## src/rtl/gt1_loader.sv

```systemverilog
`default_nettype none
// ---------------------------------------------------------------------------
// gt1_loader : walks a GT1 image in the option ROM and writes it into main RAM
// Revision   : 1.0
// ---------------------------------------------------------------------------
module gt1_loader #(
  parameter int          ROM_LAST     = 9866,
  parameter logic [7:0]  RAM_TOP_PAGE = 8'h7F
) (
  input  logic        clk,
  input  logic        reset,
  input  logic        start,
  output logic [15:0] rom_address,
  input  logic [7:0]  rom_data,
  output logic        ram_we,
  output logic [15:0] ram_addr,
  output logic [7:0]  ram_data,
  output logic        cpu_hold,
  output logic        busy,
  output logic        done,
  output logic        error,
  output logic [15:0] exec_addr,
  output logic        exec_valid
);

  localparam logic [3:0] S_IDLE    = 4'd0;
  localparam logic [3:0] S_HI      = 4'd1;
  localparam logic [3:0] S_LO      = 4'd2;
  localparam logic [3:0] S_SIZE    = 4'd3;
  localparam logic [3:0] S_DATA    = 4'd4;
  localparam logic [3:0] S_EXEC_HI = 4'd5;
  localparam logic [3:0] S_EXEC_LO = 4'd6;
  localparam logic [3:0] S_DONE    = 4'd7;
  localparam logic [3:0] S_ERROR   = 4'd8;

  localparam logic [15:0] ROM_LAST_A = 16'(ROM_LAST);

  logic [3:0]  state_q, state_d;
  logic [15:0] rom_address_q, rom_address_d;
  logic        first_q, first_d;
  logic [7:0]  page_q, page_d;
  logic [7:0]  offset_q, offset_d;
  logic [8:0]  cnt_q, cnt_d;
  logic        ram_we_q, ram_we_d;
  logic [15:0] ram_addr_q, ram_addr_d;
  logic [7:0]  ram_data_q, ram_data_d;
  logic [7:0]  exec_hi_q, exec_hi_d;
  logic [15:0] exec_addr_q, exec_addr_d;
  logic        exec_valid_q, exec_valid_d;

  logic        overrun;
  logic [8:0]  seg_size;
  logic [9:0]  seg_end;

  always_ff @(posedge clk or posedge reset) begin
    if (reset) begin
      state_q       <= S_IDLE;
      rom_address_q <= 16'd0;
      first_q       <= 1'b0;
      page_q        <= 8'd0;
      offset_q      <= 8'd0;
      cnt_q         <= 9'd0;
      ram_we_q      <= 1'b0;
      ram_addr_q    <= 16'd0;
      ram_data_q    <= 8'd0;
      exec_hi_q     <= 8'd0;
      exec_addr_q   <= 16'd0;
      exec_valid_q  <= 1'b0;
    end else begin
      state_q       <= state_d;
      rom_address_q <= rom_address_d;
      first_q       <= first_d;
      page_q        <= page_d;
      offset_q      <= offset_d;
      cnt_q         <= cnt_d;
      ram_we_q      <= ram_we_d;
      ram_addr_q    <= ram_addr_d;
      ram_data_q    <= ram_data_d;
      exec_hi_q     <= exec_hi_d;
      exec_addr_q   <= exec_addr_d;
      exec_valid_q  <= exec_valid_d;
    end
  end

  always_comb begin
    overrun  = (rom_address_q > ROM_LAST_A);
    seg_size = (rom_data == 8'd0) ? 9'd256 : {1'b0, rom_data};
    seg_end  = {2'b00, offset_q} + {1'b0, seg_size};

    state_d       = state_q;
    rom_address_d = rom_address_q;
    first_d       = first_q;
    page_d        = page_q;
    offset_d      = offset_q;
    cnt_d         = cnt_q;
    ram_we_d      = 1'b0;
    ram_addr_d    = ram_addr_q;
    ram_data_d    = ram_data_q;
    exec_hi_d     = exec_hi_q;
    exec_addr_d   = exec_addr_q;
    exec_valid_d  = 1'b0;

    case (state_q)
      S_IDLE, S_DONE, S_ERROR: begin
        if (start) begin
          rom_address_d = 16'd0;
          first_d       = 1'b1;
          state_d       = S_HI;
        end
      end
      S_HI: begin
        if (overrun) begin
          state_d = S_ERROR;
        end else begin
          rom_address_d = rom_address_q + 16'd1;
          // A zero page byte only terminates once a segment has been seen
          if (rom_data == 8'd0 && !first_q) begin
            state_d = S_EXEC_HI;
          end else if (rom_data > RAM_TOP_PAGE) begin
            state_d = S_ERROR;
          end else begin
            page_d  = rom_data;
            first_d = 1'b0;
            state_d = S_LO;
          end
        end
      end
      S_LO: begin
        if (overrun) begin
          state_d = S_ERROR;
        end else begin
          rom_address_d = rom_address_q + 16'd1;
          offset_d      = rom_data;
          state_d       = S_SIZE;
        end
      end
      S_SIZE: begin
        if (overrun) begin
          state_d = S_ERROR;
        end else begin
          rom_address_d = rom_address_q + 16'd1;
          cnt_d         = seg_size;
          state_d       = (seg_end > 10'd256) ? S_ERROR : S_DATA;
        end
      end
      S_DATA: begin
        if (overrun) begin
          state_d = S_ERROR;
        end else begin
          rom_address_d = rom_address_q + 16'd1;
          ram_we_d      = 1'b1;
          ram_addr_d    = {page_q, offset_q};
          ram_data_d    = rom_data;
          offset_d      = offset_q + 8'd1;
          cnt_d         = cnt_q - 9'd1;
          if (cnt_q == 9'd1) state_d = S_HI;
        end
      end
      S_EXEC_HI: begin
        if (overrun) begin
          state_d = S_ERROR;
        end else begin
          rom_address_d = rom_address_q + 16'd1;
          exec_hi_d     = rom_data;
          state_d       = S_EXEC_LO;
        end
      end
      S_EXEC_LO: begin
        if (overrun) begin
          state_d = S_ERROR;
        end else begin
          rom_address_d = rom_address_q + 16'd1;
          exec_addr_d   = {exec_hi_q, rom_data};
          exec_valid_d  = 1'b1;
          state_d       = S_DONE;
        end
      end
      default: state_d = S_IDLE;
    endcase
  end

  always_comb begin
    busy        = !(state_q == S_IDLE || state_q == S_DONE || state_q == S_ERROR);
    cpu_hold    = busy;
    done        = (state_q == S_DONE);
    error       = (state_q == S_ERROR);
    rom_address = rom_address_q;
    ram_we      = ram_we_q;
    ram_addr    = ram_addr_q;
    ram_data    = ram_data_q;
    exec_addr   = exec_addr_q;
    exec_valid  = exec_valid_q;
  end

endmodule
`default_nettype wire

```

## config.mk

```make
export PLATFORM = sky130hd
export DESIGN_NAME = gt1_loader
export DESIGN_NICKNAME = d
export VERILOG_FILES = /design/src/rtl/gt1_loader.sv
export SDC_FILE = /design/constraint.sdc
export NUM_CORES = 1
export LEC_CHECK = 0
export CAP_MARGIN = 15
export CORE_AREA = 2 2 88 112
export DETAILED_ROUTE_END_ITERATION = 8
export DIE_AREA = 0 0 90 114
export PLACE_DENSITY = 0.82
export RECOVER_POWER = 50
export SLEW_MARGIN = 5
export SYNTH_ARGS = -nofsm -noshare
export SYNTH_HDL_FRONTEND = slang
export SYNTH_SLANG_ARGS = --single-unit
```

## constraint.sdc

```tcl
create_clock -name clk -period 3.3 [get_ports clk]
set_input_delay 0.495 -clock clk [delete_from_list [all_inputs] [get_ports clk]]
set_output_delay 0.495 -clock clk [all_outputs]
set_load 0.05 [all_outputs]
```

# --- Word level (Yosys, flattened, before mapping) ---
# Cells that the tools add are included.
totals:
  word_cells: 92
  in_bits: 11
  out_inout_bits: 62
  regBits: 96
classes:
  n_addsub: 4
  n_eq_ne: 18
  magnitude_cmp: 3
  n_reduce_logical: 22
  bitwise: 3
  n_mux: 30
op_table:
  columns: ["op", "n"]
  rows:
  - ["4-bit two-way mux", 11]
  - ["16-bit two-way mux", 2]
  - ["16-bit case mux with 2 select lines", 1]
  - ["4-bit case mux with 7 select lines", 1]
  - ["9-bit two-way mux", 3]
  - ["9-bit case mux with 2 select lines", 1]
  - ["16-bit by 1-bit adder with 16-bit output (second input constant)", 1]
  - ["4-bit by 3-bit == test with 1-bit output (second input constant)", 4]
  - ["16-bit by 14-bit > comparator with 1-bit output (second input constant)", 1]
  - ["8-bit two-way mux", 2]
  - ["2-bit != test (second input constant)", 8]
  - ["8-bit case mux with 2 select lines", 1]
  - ["8-bit by 9-bit adder with 10-bit output", 1]
  - ["10-bit by 9-bit > comparator with 1-bit output (second input constant)", 1]
  - ["9-bit by 1-bit == test with 1-bit output (second input constant)", 1]
  - ["3-bit AND reduction", 3]
  - ["9-bit by 1-bit subtractor with 9-bit output (second input constant)", 1]
  - ["8-bit by 1-bit adder with 8-bit output (second input constant)", 1]
  - ["4-bit by 2-bit == test with 1-bit output (second input constant)", 2]
  - ["8-bit by 7-bit > comparator with 1-bit output (second input constant)", 1]
  - ["8-bit zero test", 1]
  - ["2-bit AND reduction", 4]
  - ["2-bit nonzero test", 4]
  - ["1-bit two-way mux", 7]
  - ["other kinds (13)", 17]

# --- Longest topological paths before layout ---
logic_depth:
  ltp_word: 7
  ltp_mapped: 10
  ltp_nobuf: 8

# --- Least setup slack after synthesis ---
# OpenSTA, ideal clock, no wires.
synth_path:
  path_kind: "in2reg"
  start: "input port rom_data[0]"
  end: "register state_q[2]"
  required_time_ns: 3.176
  slack_ns: 0.362
  setup_time_ns: 0.124
  arrival_ns: 2.814
  path_buffers: 1
  cell_stages: 9
  path_cell_list: "clkbuf_1 -> ha_1 -> fa_1 -> a21o_1 -> a211oi_1 -> or4b_2 -> and4_1 -> a31o_2 -> a211o_1"
synth_between:
  elab_chain_cells: 7
  elab_cells_between_ends: 10
  cone_classes: "add/sub: 1; order compare: 1; mux: 6; reduce/logical: 2"
synth_rtl:
  columns: ["element", "line_no", "source"]
  rows:
  - ["from (decl)", "14", "input logic [7:0] rom_data,"]
  - ["8-bit zero test", "87, 117", null]
  - ["9-bit two-way mux", "87", "seg_size = (rom_data == 8'd0) ? 9'd256 : {1'b0, rom_data};"]
  - ["8-bit by 9-bit adder with 10-bit output", "88", "seg_end = {2'b00, offset_q} + {1'b0, seg_size};"]
  - ["10-bit by 9-bit > comparator with 1-bit output", "143", "state_d = (seg_end > 10'd256) ? S_ERROR : S_DATA;"]
  - ["4-bit two-way mux", "143", null]
  - ["4-bit two-way mux", "138", "if (overrun) begin"]
  - ["4-bit case mux with 7 select lines (*)", "103", "case (state_q)"]
  - ["to (signal assigned)", "70", "state_q <= state_d;"]
  - ["to (decl)", "38", "logic [3:0] state_q, state_d;"]
# Mark *: on every way between the ends. The rest lies on a longest branch, timed or not.
# A chain may end at the register's enable or synchronous reset.

# --- Final worst setup path ---
# Same ends and word-level chain as after synthesis.

==> impl_metrics.toml <==
[die]
initial_core_util_pct = 53.13
die_width_um = 90
dieArea_um2 = 10260
die_h_um = 114
core_region_area_um2 = 9309
rows = 40
io_pins = 73

[clocking]
cts_buffers = 9
root_buffer = "clkbuf_16"
cts_hold_buf = 0
cts_tree = "built"
cts_max_path_buffers = 2
clk_pin_slew_ns = 0.07
cts_resized = 0
cts.sink_count = 96
post_cts_buffers = 0
clock_latency_ns = 0.35
htree_levels = 3

[logic_synthesis]
yosysSeqAreaShare_pct = 48.57
muxShareOfSynthArea_pct = 12.60
ys_seq_elements = 96
async_reset_ff_share_pct = 100.0
synth_enable_flop_cells = 0
synth_top_family_by_area = "compound AO/OA/AOI/OAI gates"
syn_inst = 462
synth-adder-area-share_pct = 3.693
avgSynthCellArea_um2 = 10.71
synth-compound-area-share_pct = 14.70
syn_nets = 487
synth.distinct_cells = 62
yosysWarnings = 0
synth_xor_area_share_pct = 1.948
synthFlopType = "dfrtp_1"
yosys.area_share.simple_pct = 14.50
syn-cell-area_um2 = 4946

[placed_design]
gp_congestion = 0.8717
io_buffers = 72
dpl_worst_slack_ns = -0.1856
hpwl_um = 8105
place_area_um2 = 5864

[critical_path]
cpMaxStageDelayCell = "or4b_2"
crit_arrival_ns = 3.37
crit_required_ns = 3.54
rr_startpoint = "offset_q[0]"
cpLargestDelayFamily = "compound AO/OA/AOI/OAI gates"
path_class = "in2reg"
start_kind = "primary input"
slowest_delay_ns = 0.61
crit_path_end_kind = "flop"
crit_start = "rom_data[0]"
path_buf_inv = 1
crit_chain = "clkdlybuf4s50_1 -> ha_1 -> fa_1 -> a21o_1 -> a211oi_1 -> or4b_2 -> and4_1 -> a31o_2 -> a211o_1"
path_max_fanout = 3

[timing]
layout_setup_ws_ns = 0.1710
drv_slew = 38
fin_crit_sh_pct = 94.82
finalHoldViolations = 0
tightest_slew_ns = 1.601
whs_ns = 0.4827
rsz0062_at_grt = "no"
min_period_ns = 3.129
relSlewSlack_pct = -7.343
setup_viol = 0
finClkSkew_ns = 0.009139
fmax_mhz = 319.6

[finish]
final_common_cell = "dfrtp_1"
diodes = 0
final_layout_size_suffix_gt1_share_pct = 17.96
final_cell_mix = "96 x dfrtp_1, 46 x mux2_2, 42 x clkdlybuf4s50_1, 40 x nor2_1, 30 x dlygate4sd3_1"
final_area_um2 = 6167
syn2layout_area_growth_pct = 24.69
layout.nets = 561
nFillCells = 710

[routing]
via_per_inst = 5.982
drtPass1Iterations = 5
drtIter0Drc = 266
drc = 0
ant_nets = 0
vias = 3984
wire_per_inst_um = 17.19
finalWirelength_um = 11450

[global_routing]
antenna_found_initial = 0
grt_max_degree = 61
first_global_vias = 3886
grt_usage_pct = 23.13
gr-total-overflow = 0
grt_pass1_wl_um = 19130

[worst_hold_path]
hold_class = "reg2reg"
worstHoldStart = "exec_addr[7]"

[job]
cap_violations = 1

[power_and_ir_drop]
finalPower_mw = 6.602
peakVddDrop_v = 0.0007388
p_leak_nw = 2.699
p_per_area_nw_per_um2 = 1071

[outcome]
status = "complete, but fails checks"
violations = "max-capacitance violations, max-slew violations"
[report_power, final]
part	internal [mW]	leakage, nW	switching, mW
registers	1.67	1.18	0.425
clock network	0.664	0.152	0.450
logic	1.31	1.37	2.09
[per-layer routing]
metal	vias to the layer above	GRT usage [%]	wire (um)
met5	-	0	0
li1	1836	-	-
met2	138	37.74	5710
met4	0	12.21	406
met1	1977	29.86	4829
met3	33	3.897	502
[sequential cells by signal (all words and copies together) (netlist names)]
register	flops
exec_valid	1
page_q	8
exec_hi_q	8
offset_q	8
exec_addr	16
ram_data	8
ram_we	1
cnt_q	9
first_q	1
ram_addr	16
state_q	4
rom_address	16
[cells in the mapped netlist (all sizes together) (3+ instances only)]
master   count  area share, %
and3         8            1.0
a2bb2oi      3           0.53
xnor2        8            1.4
a21oi       19            1.9
nor2        41            3.2
ha          13            3.3
a31oi       10            1.3
a21o         8            1.2
clkbuf      18            1.4
a22oi        3           0.46
o21a         3           0.46
nand4b       3           0.53
nand3       10            1.0
or3          6           0.76
o21ai       22            2.2
o22ai        3           0.38
inv         19            1.4
and2         6           0.76
a31o         3           0.53
buf          9            1.2
a211oi       5           0.86
or4          3           0.53
nand2b       4           0.51
nand2       28            2.1
mux2        53             13
and4         3           0.53
nand4        3           0.38
dfrtp       96             49
nor3         8           0.91
o211ai       5           0.76
o22a         4           0.71
nor4         5           0.94
xor2         3           0.53
[worst paths after layout]
| kind | endpoint | slack (ns) | cells after the start |
|---|---|---|---|
| setup / recovery | state_q[2] | 0.17 | 9 |
| hold / removal | exec_addr[7] | 0.48 | 2 |
| setup reg to reg | state_q[2] | 0.29 | 8 |
| hold reg to reg | exec_addr[7] | 0.48 | 2 |
| max in group asynchronous | ram_addr[2] | 0.80 | 3 |
| min in group asynchronous | exec_valid | 0.98 | 2 |
[cells by family (layout without fill, tap and decap cells)]
| family | after synthesis | in the layout |
|---|---|---|
| adder cells (fa/ha/maj) | 14 | 14 |
| XOR/XNOR | 11 | 11 |
| buffers and inverters | 46 | 124 |
| flip-flops | 96 | 96 |
| multiplexers | 53 | 53 |
| AO/OA/AOI/OAI | 106 | 106 |
| AND/OR/NAND/NOR | 136 | 136 |
[final cells by class]
cell class | count | area [um^2] | share of cell area, %
clock buffer | 9 | 225.2 | 3.652
timing repair buffer | 90 | 868.3 | 14.08
sequential | 96 | 2402 | 38.95
tap | 126 | 157.7 | 2.556
multi-input combinational | 320 | 2351 | 38.12
inverter | 19 | 72.57 | 1.177
clock inverter | 6 | 90.09 | 1.461
[tightest hold or removal path: stages, from the launching register on]
cell and delay [ns]:
dfrtp_1 0.34, nand2_1 0.05, o21ai_0 0.06
[through the flow]
| step | std cells | util, % | TNS (ns) |
|---|---|---|---|
| 6_report | 666 | 66.25 | 0 |
| 5_1_grt | 666 | 66.25 | 0 |
| 4_1_cts | 666 | 66.38 | 0 |
| 3_5_place_dp | 651 | 63.00 | -0.2572 |
| 3_3_place_gp | 651 | 63.00 | -0.1973 |
| 2_1_floorplan | 462 | - | 0 |
(Power assumes the default switching activity.)
